`src/rtl/store_buffer_if.sv`:
```
// Store buffer bus bundle: MEM-unit enqueue, ROB commit/flush, data-memory write port,
// load forwarding lookup and occupancy status.
interface store_buffer_if #(
    parameter int ADDR_WIDTH = 32,
    parameter int DATA_WIDTH = 32,
    parameter int ROB_WIDTH  = 5
);
    logic                  enq_valid;
    logic                  enq_ready;
    logic [ADDR_WIDTH-1:0] enq_addr;
    logic [DATA_WIDTH-1:0] enq_data;
    logic [2:0]            enq_funct3;
    logic [ROB_WIDTH-1:0]  enq_rob_id;
    logic                  enq_misaligned;

    logic                  commit_valid;
    logic [ROB_WIDTH-1:0]  commit_rob_id;
    logic                  flush;

    logic                  mem_wvalid;
    logic                  mem_wready;
    logic [ADDR_WIDTH-1:0] mem_waddr;
    logic [DATA_WIDTH-1:0] mem_wdata;
    logic [3:0]            mem_wstrb;

    logic [ADDR_WIDTH-1:0] ld_addr;
    logic [2:0]            ld_funct3;
    logic                  fwd_hit;
    logic [DATA_WIDTH-1:0] fwd_data;
    logic                  fwd_conflict;

    logic                  empty;
    logic                  full;

    modport slave (
        input  enq_valid, enq_addr, enq_data, enq_funct3, enq_rob_id,
        input  commit_valid, commit_rob_id, flush,
        input  mem_wready, ld_addr, ld_funct3,
        output enq_ready, enq_misaligned,
        output mem_wvalid, mem_waddr, mem_wdata, mem_wstrb,
        output fwd_hit, fwd_data, fwd_conflict, empty, full
    );

    modport master (
        output enq_valid, enq_addr, enq_data, enq_funct3, enq_rob_id,
        output commit_valid, commit_rob_id, flush,
        output mem_wready, ld_addr, ld_funct3,
        input  enq_ready, enq_misaligned,
        input  mem_wvalid, mem_waddr, mem_wdata, mem_wstrb,
        input  fwd_hit, fwd_data, fwd_conflict, empty, full
    );
endinterface

```
`src/rtl/store_buffer.sv`:
```
// In-order store buffer: aligns stores, holds them until ROB commit, drains committed
// entries to data memory and forwards buffered data to younger loads.
module store_buffer #(
    parameter int ADDR_WIDTH = 32,
    parameter int DATA_WIDTH = 32,
    parameter int ROB_WIDTH  = 5,
    parameter int DEPTH      = 8
) (
    input logic           clk,
    input logic           rst_n,
    store_buffer_if.slave sb
);
    localparam int PTR_W = $clog2(DEPTH);
    localparam int CNT_W = PTR_W + 1;
    localparam int WA_W  = ADDR_WIDTH - 2;

    logic [DEPTH-1:0]      valid_q, valid_d;
    logic [DEPTH-1:0]      cmt_q, cmt_d;
    logic [WA_W-1:0]       addr_q [DEPTH];
    logic [WA_W-1:0]       addr_d [DEPTH];
    logic [DATA_WIDTH-1:0] data_q [DEPTH];
    logic [DATA_WIDTH-1:0] data_d [DEPTH];
    logic [3:0]            strb_q [DEPTH];
    logic [3:0]            strb_d [DEPTH];
    logic [ROB_WIDTH-1:0]  rob_q  [DEPTH];
    logic [ROB_WIDTH-1:0]  rob_d  [DEPTH];
    logic [PTR_W-1:0]      head_q, head_d, tail_q, tail_d;
    logic [CNT_W-1:0]      count_q, count_d;
    logic                  misaligned_q, misaligned_d;

    logic                  full_w;
    logic                  head_live;
    logic                  drain;
    logic                  enq_fire;
    logic                  enq_write;
    logic [1:0]            enq_off;
    logic                  enq_ok;
    logic [DATA_WIDTH-1:0] enq_wdata;
    logic [3:0]            enq_strb;
    logic [CNT_W-1:0]      n_cmt;

    assign full_w    = (count_q == CNT_W'(DEPTH));
    assign head_live = valid_q[head_q] && cmt_q[head_q];
    assign drain     = head_live && sb.mem_wready;
    assign enq_fire  = sb.enq_valid && !full_w;
    assign enq_write = enq_fire && enq_ok && !sb.flush;

    always_comb begin
        enq_off   = sb.enq_addr[1:0];
        enq_ok    = 1'b0;
        enq_wdata = '0;
        enq_strb  = '0;
        case (sb.enq_funct3)
            3'b000: begin
                enq_ok    = 1'b1;
                enq_wdata = DATA_WIDTH'(sb.enq_data[7:0]) << {enq_off, 3'b000};
                enq_strb  = 4'b0001 << enq_off;
            end
            3'b001: begin
                enq_ok    = !enq_off[0];
                enq_wdata = DATA_WIDTH'(sb.enq_data[15:0]) << {enq_off, 3'b000};
                enq_strb  = 4'b0011 << enq_off;
            end
            3'b010: begin
                enq_ok    = (enq_off == 2'b00);
                enq_wdata = sb.enq_data;
                enq_strb  = 4'b1111;
            end
            default: ;
        endcase
    end

    always_comb begin
        valid_d      = valid_q;
        cmt_d        = cmt_q;
        addr_d       = addr_q;
        data_d       = data_q;
        strb_d       = strb_q;
        rob_d        = rob_q;
        head_d       = head_q;
        tail_d       = tail_q;
        count_d      = count_q;
        n_cmt        = '0;
        misaligned_d = enq_fire && !enq_ok;

        // Only uncommitted entries can match, so a reused ROB tag never re-commits an old store.
        if (sb.commit_valid) begin
            for (int i = 0; i < DEPTH; i++) begin
                if (valid_q[i] && !cmt_q[i] && rob_q[i] == sb.commit_rob_id)
                    cmt_d[i] = 1'b1;
            end
        end
        for (int i = 0; i < DEPTH; i++) begin
            if (valid_d[i] && cmt_d[i])
                n_cmt = n_cmt + CNT_W'(1);
        end

        if (drain) begin
            valid_d[head_q] = 1'b0;
            cmt_d[head_q]   = 1'b0;
            head_d          = head_q + PTR_W'(1);
        end

        if (sb.flush) begin
            for (int i = 0; i < DEPTH; i++) begin
                if (!cmt_d[i])
                    valid_d[i] = 1'b0;
            end
            // Committed entries are a contiguous prefix from head, including one draining now.
            tail_d  = head_q + PTR_W'(n_cmt);
            count_d = n_cmt - CNT_W'(drain);
        end else begin
            if (enq_write) begin
                valid_d[tail_q] = 1'b1;
                cmt_d[tail_q]   = 1'b0;
                addr_d[tail_q]  = sb.enq_addr[ADDR_WIDTH-1:2];
                data_d[tail_q]  = enq_wdata;
                strb_d[tail_q]  = enq_strb;
                rob_d[tail_q]   = sb.enq_rob_id;
                tail_d          = tail_q + PTR_W'(1);
            end
            count_d = count_q + CNT_W'(enq_write) - CNT_W'(drain);
        end
    end

    always_ff @(posedge clk or negedge rst_n) begin
        if (!rst_n) begin
            valid_q      <= '0;
            cmt_q        <= '0;
            head_q       <= '0;
            tail_q       <= '0;
            count_q      <= '0;
            misaligned_q <= 1'b0;
            for (int i = 0; i < DEPTH; i++) begin
                addr_q[i] <= '0;
                data_q[i] <= '0;
                strb_q[i] <= '0;
                rob_q[i]  <= '0;
            end
        end else begin
            valid_q      <= valid_d;
            cmt_q        <= cmt_d;
            head_q       <= head_d;
            tail_q       <= tail_d;
            count_q      <= count_d;
            misaligned_q <= misaligned_d;
            addr_q       <= addr_d;
            data_q       <= data_d;
            strb_q       <= strb_d;
            rob_q        <= rob_d;
        end
    end

    logic [1:0]            ld_off;
    logic [3:0]            ld_mask;
    logic [PTR_W-1:0]      fwd_idx;
    logic                  fwd_found;
    logic [3:0]            fwd_strb;
    logic [DATA_WIDTH-1:0] fwd_word;
    logic                  fwd_full;

    // Walk oldest to youngest so the last overlapping entry seen is the youngest.
    always_comb begin
        ld_off    = sb.ld_addr[1:0];
        fwd_idx   = '0;
        fwd_found = 1'b0;
        fwd_strb  = '0;
        fwd_word  = '0;
        case (sb.ld_funct3[1:0])
            2'b00:   ld_mask = 4'b0001 << ld_off;
            2'b01:   ld_mask = 4'b0011 << ld_off;
            default: ld_mask = 4'b1111;
        endcase
        for (int i = 0; i < DEPTH; i++) begin
            fwd_idx = head_q + PTR_W'(i);
            if (valid_q[fwd_idx] && addr_q[fwd_idx] == sb.ld_addr[ADDR_WIDTH-1:2]
                && (strb_q[fwd_idx] & ld_mask) != 4'b0000) begin
                fwd_found = 1'b1;
                fwd_strb  = strb_q[fwd_idx];
                fwd_word  = data_q[fwd_idx];
            end
        end
        fwd_full = ((fwd_strb & ld_mask) == ld_mask);
    end

    assign sb.fwd_hit        = fwd_found && fwd_full;
    assign sb.fwd_conflict   = fwd_found && !fwd_full;
    assign sb.fwd_data       = (fwd_found && fwd_full) ? fwd_word : '0;

    assign sb.enq_ready      = !full_w;
    assign sb.enq_misaligned = misaligned_q;
    assign sb.full           = full_w;
    assign sb.empty          = (count_q == '0);
    assign sb.mem_wvalid     = head_live;
    assign sb.mem_waddr      = head_live ? {addr_q[head_q], 2'b00} : '0;
    assign sb.mem_wdata      = head_live ? data_q[head_q] : '0;
    assign sb.mem_wstrb      = head_live ? strb_q[head_q] : '0;
endmodule

```
`src/flat_wrapper.sv`:
```
// flat-port wrapper written by rule: the top's interface ports become plain ports
module store_buffer_flat 
#(
    parameter int ADDR_WIDTH = 32,
    parameter int DATA_WIDTH = 32,
    parameter int ROB_WIDTH  = 5,
    parameter int DEPTH      = 8
)
  (clk, rst_n, sb_enq_valid, sb_enq_addr, sb_enq_data, sb_enq_funct3, sb_enq_rob_id, sb_commit_valid, sb_commit_rob_id, sb_flush, sb_mem_wready, sb_ld_addr, sb_ld_funct3, sb_enq_ready, sb_enq_misaligned, sb_mem_wvalid, sb_mem_waddr, sb_mem_wdata, sb_mem_wstrb, sb_fwd_hit, sb_fwd_data, sb_fwd_conflict, sb_empty, sb_full);
  store_buffer_if #(.ADDR_WIDTH(ADDR_WIDTH), .DATA_WIDTH(DATA_WIDTH), .ROB_WIDTH(ROB_WIDTH)) sb_i ();
  input logic clk;
  input logic rst_n;
  input wire logic [$bits(sb_i.enq_valid)-1:0] sb_enq_valid;
  input wire logic [$bits(sb_i.enq_addr)-1:0] sb_enq_addr;
  input wire logic [$bits(sb_i.enq_data)-1:0] sb_enq_data;
  input wire logic [$bits(sb_i.enq_funct3)-1:0] sb_enq_funct3;
  input wire logic [$bits(sb_i.enq_rob_id)-1:0] sb_enq_rob_id;
  input wire logic [$bits(sb_i.commit_valid)-1:0] sb_commit_valid;
  input wire logic [$bits(sb_i.commit_rob_id)-1:0] sb_commit_rob_id;
  input wire logic [$bits(sb_i.flush)-1:0] sb_flush;
  input wire logic [$bits(sb_i.mem_wready)-1:0] sb_mem_wready;
  input wire logic [$bits(sb_i.ld_addr)-1:0] sb_ld_addr;
  input wire logic [$bits(sb_i.ld_funct3)-1:0] sb_ld_funct3;
  output wire logic [$bits(sb_i.enq_ready)-1:0] sb_enq_ready;
  output wire logic [$bits(sb_i.enq_misaligned)-1:0] sb_enq_misaligned;
  output wire logic [$bits(sb_i.mem_wvalid)-1:0] sb_mem_wvalid;
  output wire logic [$bits(sb_i.mem_waddr)-1:0] sb_mem_waddr;
  output wire logic [$bits(sb_i.mem_wdata)-1:0] sb_mem_wdata;
  output wire logic [$bits(sb_i.mem_wstrb)-1:0] sb_mem_wstrb;
  output wire logic [$bits(sb_i.fwd_hit)-1:0] sb_fwd_hit;
  output wire logic [$bits(sb_i.fwd_data)-1:0] sb_fwd_data;
  output wire logic [$bits(sb_i.fwd_conflict)-1:0] sb_fwd_conflict;
  output wire logic [$bits(sb_i.empty)-1:0] sb_empty;
  output wire logic [$bits(sb_i.full)-1:0] sb_full;
  assign sb_i.enq_valid = sb_enq_valid;
  assign sb_i.enq_addr = sb_enq_addr;
  assign sb_i.enq_data = sb_enq_data;
  assign sb_i.enq_funct3 = sb_enq_funct3;
  assign sb_i.enq_rob_id = sb_enq_rob_id;
  assign sb_i.commit_valid = sb_commit_valid;
  assign sb_i.commit_rob_id = sb_commit_rob_id;
  assign sb_i.flush = sb_flush;
  assign sb_i.mem_wready = sb_mem_wready;
  assign sb_i.ld_addr = sb_ld_addr;
  assign sb_i.ld_funct3 = sb_ld_funct3;
  assign sb_enq_ready = sb_i.enq_ready;
  assign sb_enq_misaligned = sb_i.enq_misaligned;
  assign sb_mem_wvalid = sb_i.mem_wvalid;
  assign sb_mem_waddr = sb_i.mem_waddr;
  assign sb_mem_wdata = sb_i.mem_wdata;
  assign sb_mem_wstrb = sb_i.mem_wstrb;
  assign sb_fwd_hit = sb_i.fwd_hit;
  assign sb_fwd_data = sb_i.fwd_data;
  assign sb_fwd_conflict = sb_i.fwd_conflict;
  assign sb_empty = sb_i.empty;
  assign sb_full = sb_i.full;
  store_buffer #(.ADDR_WIDTH(ADDR_WIDTH), .DATA_WIDTH(DATA_WIDTH), .ROB_WIDTH(ROB_WIDTH), .DEPTH(DEPTH)) u_core (.clk(clk), .rst_n(rst_n), .sb(sb_i));
endmodule
```
`config.mk`:
```
export PLATFORM = sky130hd
export DESIGN_NAME = store_buffer_flat
export DESIGN_NICKNAME = d
export VERILOG_FILES = /design/src/rtl/store_buffer_if.sv /design/src/rtl/store_buffer.sv /design/src/flat_wrapper.sv
export SDC_FILE = /design/constraint.sdc
export NUM_CORES = 2
export LEC_CHECK = 0
export CAP_MARGIN = 20
export CORE_AREA = 2 2 297 328
export DETAILED_ROUTE_END_ITERATION = 7
export DIE_AREA = 0 0 299 330
export GPL_TIMING_DRIVEN = 0
export PLACE_DENSITY_LB_ADDON = 0.08
export SYNTH_ARGS = -nofsm -noshare
export SYNTH_HDL_FRONTEND = slang
export SYNTH_SLANG_ARGS = --single-unit
```
`constraint.sdc`:
```
create_clock -name clk -period 7.9 [get_ports clk]
set_clock_uncertainty 0.15 [all_clocks]
set_input_delay 1.58 -clock clk [delete_from_list [all_inputs] [get_ports clk]]
set_output_delay 1.58 -clock clk [all_outputs]
set_load 0.01 [all_outputs]
```
==> impl_metrics.ini, run 1 <==
[global_route]
grt_first_pass_wirelength_um = 527000
largest_net_degree_at_the_start_of_global_routing = 127
number_of_global_route_vias_before_repair = 63846
grt-ovfl-total = 247
track_usage_pct = 76.0

[place]
dp.final_hpwl_um = 245000
dpl.cell_count = 7070
routabilityCongestion = 1.28
dpl-instance-area_um2 = 57900
port_buffers = 161

[clock_network]
post_cts_hold_buffer_count = 0
cts-buffers-inserted = 68
clock_tree.htree_level_count = 3
cts.path.max_buffers = 3
clock-sinks = 595
ctsRootBufferMaster = clkbuf_16

[synthesis]
yosysMostFrequentCell = nand2_1
avgSynthCellArea_um2 = 9.64
synth.cell_area_um2 = 53900
synth.top_cells.by_count = nand2_1 (1468), dfrtp_1 (595), mux4_2 (566)
synth_cell_types = 105
postSynth.topFlopCell = dfrtp_1
synth-async-reset-ratio_pct = 100
gate_count_post_synth = 5591
synth.largest_area_cell = dfrtp_1
post-synth-top-area-fraction_pct = 27.6
synth_area_leaders = dfrtp_1 (28%), mux4_2 (24%), nand2_1 (10%)
yosysSeqAreaShare_pct = 27.6
synth_enable_flop_cells = 0
yosys_register_bits = 595
synth_warnings = 0

[outcome]
outcome = did not finish
toolErrorMsg = [ERROR GRT-0116] Global routing finished with congestion. Check the congestion regions in the DRC Viewer.
flow.stopped_at = global routing

[floorplan]
die-height_um = 330
dieWidth_um = 299
pin_count = 225
start_util_pct = 56.5
placementRows = 119
[cell families after synthesis]
group / after synthesis / share of synthesized area, %
fa+ha+maj: 26 / 0.632
xor+xnor: 303 / 5.04
flops: 595 / 27.6
mux: 1158 / 34.9
other cells: 1 / 0.00696
simple gates: 2090 / 16.2
compound gates: 834 / 10.2
buf+inv: 584 / 5.39
[metal layers]
metal	overflow	GRT usage, %
met1	4	74.3
met2	126	93.2
met3	1	61.0
met4	116	78.6
met5	0	27.5
[metrics by stage]
step                      worst slack, ns  util [%]  hold WS, ns
after floorplan                   -0.0523         -        0.315
after global placement             -21.13      59.9        0.328
after detailed placement            -6.27      60.8        0.333
after CTS                          -0.890      67.4        0.349
[repair_timing]
| item | in CTS |
|---|---|
| hold endpoints to repair | 0 |
| pin swaps | 89 |
| gates resized for setup | 769 |
| cloned | 5 |
| endpoints found under the setup margin | 101 |
| setup buffers | 113 |
==> run 2, diff against run 1 <==
- CORE_AREA: 2 2 297 328 -> 2 2 371 373
- DIE_AREA: 0 0 299 330 -> 0 0 373 375
- PLACE_DENSITY_LB_ADDON: 0.08 -> 0.15
- clock period: 7.9 -> 10.25 ns (I/O delays scaled with it)
==> impl_metrics.ini, run 2 <==
[final_layout]
final_util_pct = 47.4
fillCellCount = 12985
layout-area-overhead-vs-synth_pct = 19.9
layout.cells.most_common_list = nand2_1 (1464), dfrtp_1 (592), mux4_2 (566), mux2i_1 (494), o21ai_0 (275)
reg.largest.list = u_core.data_q x256, u_core.addr_q x240, u_core.rob_q x40
drive_above_1_share_pct = 23.2
flip_flop_count_of_the_largest_register_all_copies_and_words_added = 256
multi_input_comb_area_um2 = 37300
mostFrequentLayoutCell = nand2_1
ff_latch_area_um2 = 14900
num-nets-final = 6153
stdcell_count = 7882
top_register = u_core.data_q

[clock_network]
cts.path.max_buffers = 3
tritoncts = built
post_cts_hold_buffer_count = 0
worstSkewPairLatency_ns = 0.74
cts-buffers-inserted = 73
ctsRootBufferMaster = clkbuf_16
clock_tree.htree_level_count = 3
clock-sinks = 595
clkTransAtPathRegs_ns = 0.06

[sta]
finalHoldViolations = 0
worst_slack_ns = -0.409
final.min_clock_period_ns = 10.66
fmaxAchievable_mhz = 93.8
drv_slew = 0
finalSetupViolCount = 34
timing.slew.headroom_pct = 9.68
timing_worst_slew_pin_value_ns = 1.35
final_worst_path_period_share_pct = 104
setup_repair_after_global_routing_missed_its_margin = true

[floorplan]
pin_count = 225
die-height_um = 375
placementRows = 136
floorplan.core_area_um2 = 136000
die_area_um2 = 140000
dieWidth_um = 373
start_util_pct = 39.5

[detailed_routing]
route.detailed.wl_per_inst_um = 48.1
routed_wl_um = 379000
detailedRoute.firstPassIterationCount = 8
initialDrtViolationCount = 10358
drc = 0
viasPerCell = 7.30
detailroute.via_count = 57509
detail-route-antenna-nets = 0

[synthesis]
synth.top_cells.by_count = nand2_1 (1468), dfrtp_1 (595), mux4_2 (566)
synth-async-reset-ratio_pct = 100
yosys_register_bits = 595
synth_cell_types = 105
post-synth-top-area-fraction_pct = 27.6
gate_count_post_synth = 5591
synth_warnings = 0
synth_area_leaders = dfrtp_1 (28%), mux4_2 (24%), nand2_1 (10%)
avgSynthCellArea_um2 = 9.64
synth.largest_area_cell = dfrtp_1
postSynth.topFlopCell = dfrtp_1
synth.cell_area_um2 = 53900
synth_enable_flop_cells = 0
yosysMostFrequentCell = nand2_1
yosysSeqAreaShare_pct = 27.6

[power]
irDropWorstVdd_v = 0.000139
total_power_mw = 7.40
standby_leakage_power_nw = 25.5
power_per_cell_area_nw_per_um2 = 114

[critical_path]
crit_arrival_ns = 8.46
critPathCaptureType = output port
crit_path_start_kind = flip-flop
worst-path-max-fanout = 10
setup.worst_path.class = reg2out
worstPathRequired_ns = 8.05

[global_route]
track_usage_pct = 53.1
largest_net_degree_at_the_start_of_global_routing = 117
grt-ovfl-total = 0
grt_first_pass_wirelength_um = 497000
antenna_violations_before_repair = 43
number_of_global_route_vias_before_repair = 52611

[place]
dp.final_hpwl_um = 287000
pre_cts_slack_ns = -5.65
port_buffers = 161
dpl.cell_count = 7645
routabilityCongestion = 1.15

[outcome]
outcome = finished, violations left
violations = negative setup slack

[hold_path]
hold_class = reg2reg

[run]
maxcap_viol_count = 0
## run 2: cell counts after synthesis
Identical to the previous run, type by type.
## run 2: area by class of cell
type | count | area share, %
clock buffer | 96 | 3.10
antenna | 26 | 0.101
inverter | 61 | 0.414
sequential | 595 | 23.0
tap | 1794 | 3.47
buffer | 516 | 5.50
clock inverter | 32 | 0.705
timing repair buffer | 349 | 5.96
multi-input combinational | 4413 | 57.7
## run 2: layer usage
| metal | share of wire [%] | vias up | wire (µm) | track usage (%) |
|---|---|---|---|---|
| met3 | 16 | 1551 | 62500 | 28.8 |
| met4 | 9.6 | 40 | 36400 | 39.1 |
| met2 | 39 | 5749 | 148000 | 71.4 |
| met1 | 35 | 28832 | 132000 | 63.3 |
| met5 | 0.11 | - | 404 | 0.377 |
| li1 | - | 21337 | - | - |
## run 2: through the flow
step / cell area [µm²] / TNS (ns) / hold WS, ns
global route: 64600 / -0.00878 / 0.369
floorplan: 53900 / 0 / 0.315
CTS: 64000 / -0.301 / 0.347
finish: 64600 / -10.82 / 0.343
detailed placement: 59300 / -169.34 / 0.332
global placement: 57700 / - / 0.329
## run 2: critical path: stages (launching register included)
cell and delay (ns):
dfrtp_4 0.45, buf_4 0.20, buf_6 0.28, buf_12 0.25, buf_6 0.29, buf_8 0.29, buf_8 0.30, clkbuf_4 0.45
buf_6 0.36, buf_4 0.40, mux2i_1 0.28, xnor2_1 0.15, nor4_2 0.51, nand3_2 0.48, nor3_4 0.34, buf_12 0.16
clkbuf_2 0.37, nor2_1 0.23, buf_4 0.26, o311ai_1 0.11, and3_4 0.28, buf_8 0.19, or2_1 0.17, buf_12 0.20
buf_6 0.22, a211oi_4 0.07, dlygate4sd2_1 0.30
## run 2: final timing paths
check / from / end / slack, ns / cells past startpoint
min in group asynchronous: rst_n / u_core.addr_q[90] / 0.99 / 1
max in group asynchronous: rst_n / u_core.data_q[144] / 7.11 / 4
min: u_core.rob_q[14] / u_core.rob_q[14] / 0.34 / 2
max: u_core.head_q[0] / sb_fwd_data[1] / -0.41 / 26
min reg2reg: u_core.rob_q[14] / u_core.rob_q[14] / 0.34 / 2
max reg2reg: u_core.head_q[0] / u_core.count_q[2] / 2.35 / 24
## run 2: cell families (layout without fill, tap and decap cells)
group	Yosys count	after routing	synth area share, %
flip-flops	595	595	27.6
buffers and inverters	584	1054	5.39
AO/OA/AOI/OAI	834	834	10.2
XOR/XNOR	303	303	5.04
adder cells (fa/ha/maj)	26	26	0.632
multiplexers	1158	1158	34.9
other	1	28	0.00696
AND/OR/NAND/NOR	2090	2090	16.2
## run 2: what timing repair did
action                                  4_1_cts  5_1_grt
pin swaps                                    28       17
setup buffers                                52       28
endpoints found under the setup margin       51       34
gates resized for setup                     454       67
## run 2: where the power goes
group / switching [mW] / internal [mW] / leakage [nW] / total (mW)
Clock: 1.22 / 1.52 / 1.20 / 2.75
Sequential: 0.350 / 2.50 / 8.16 / 2.85
Combinational: 1.13 / 0.666 / 16.2 / 1.80
Power figures use the tool's default switching activity.
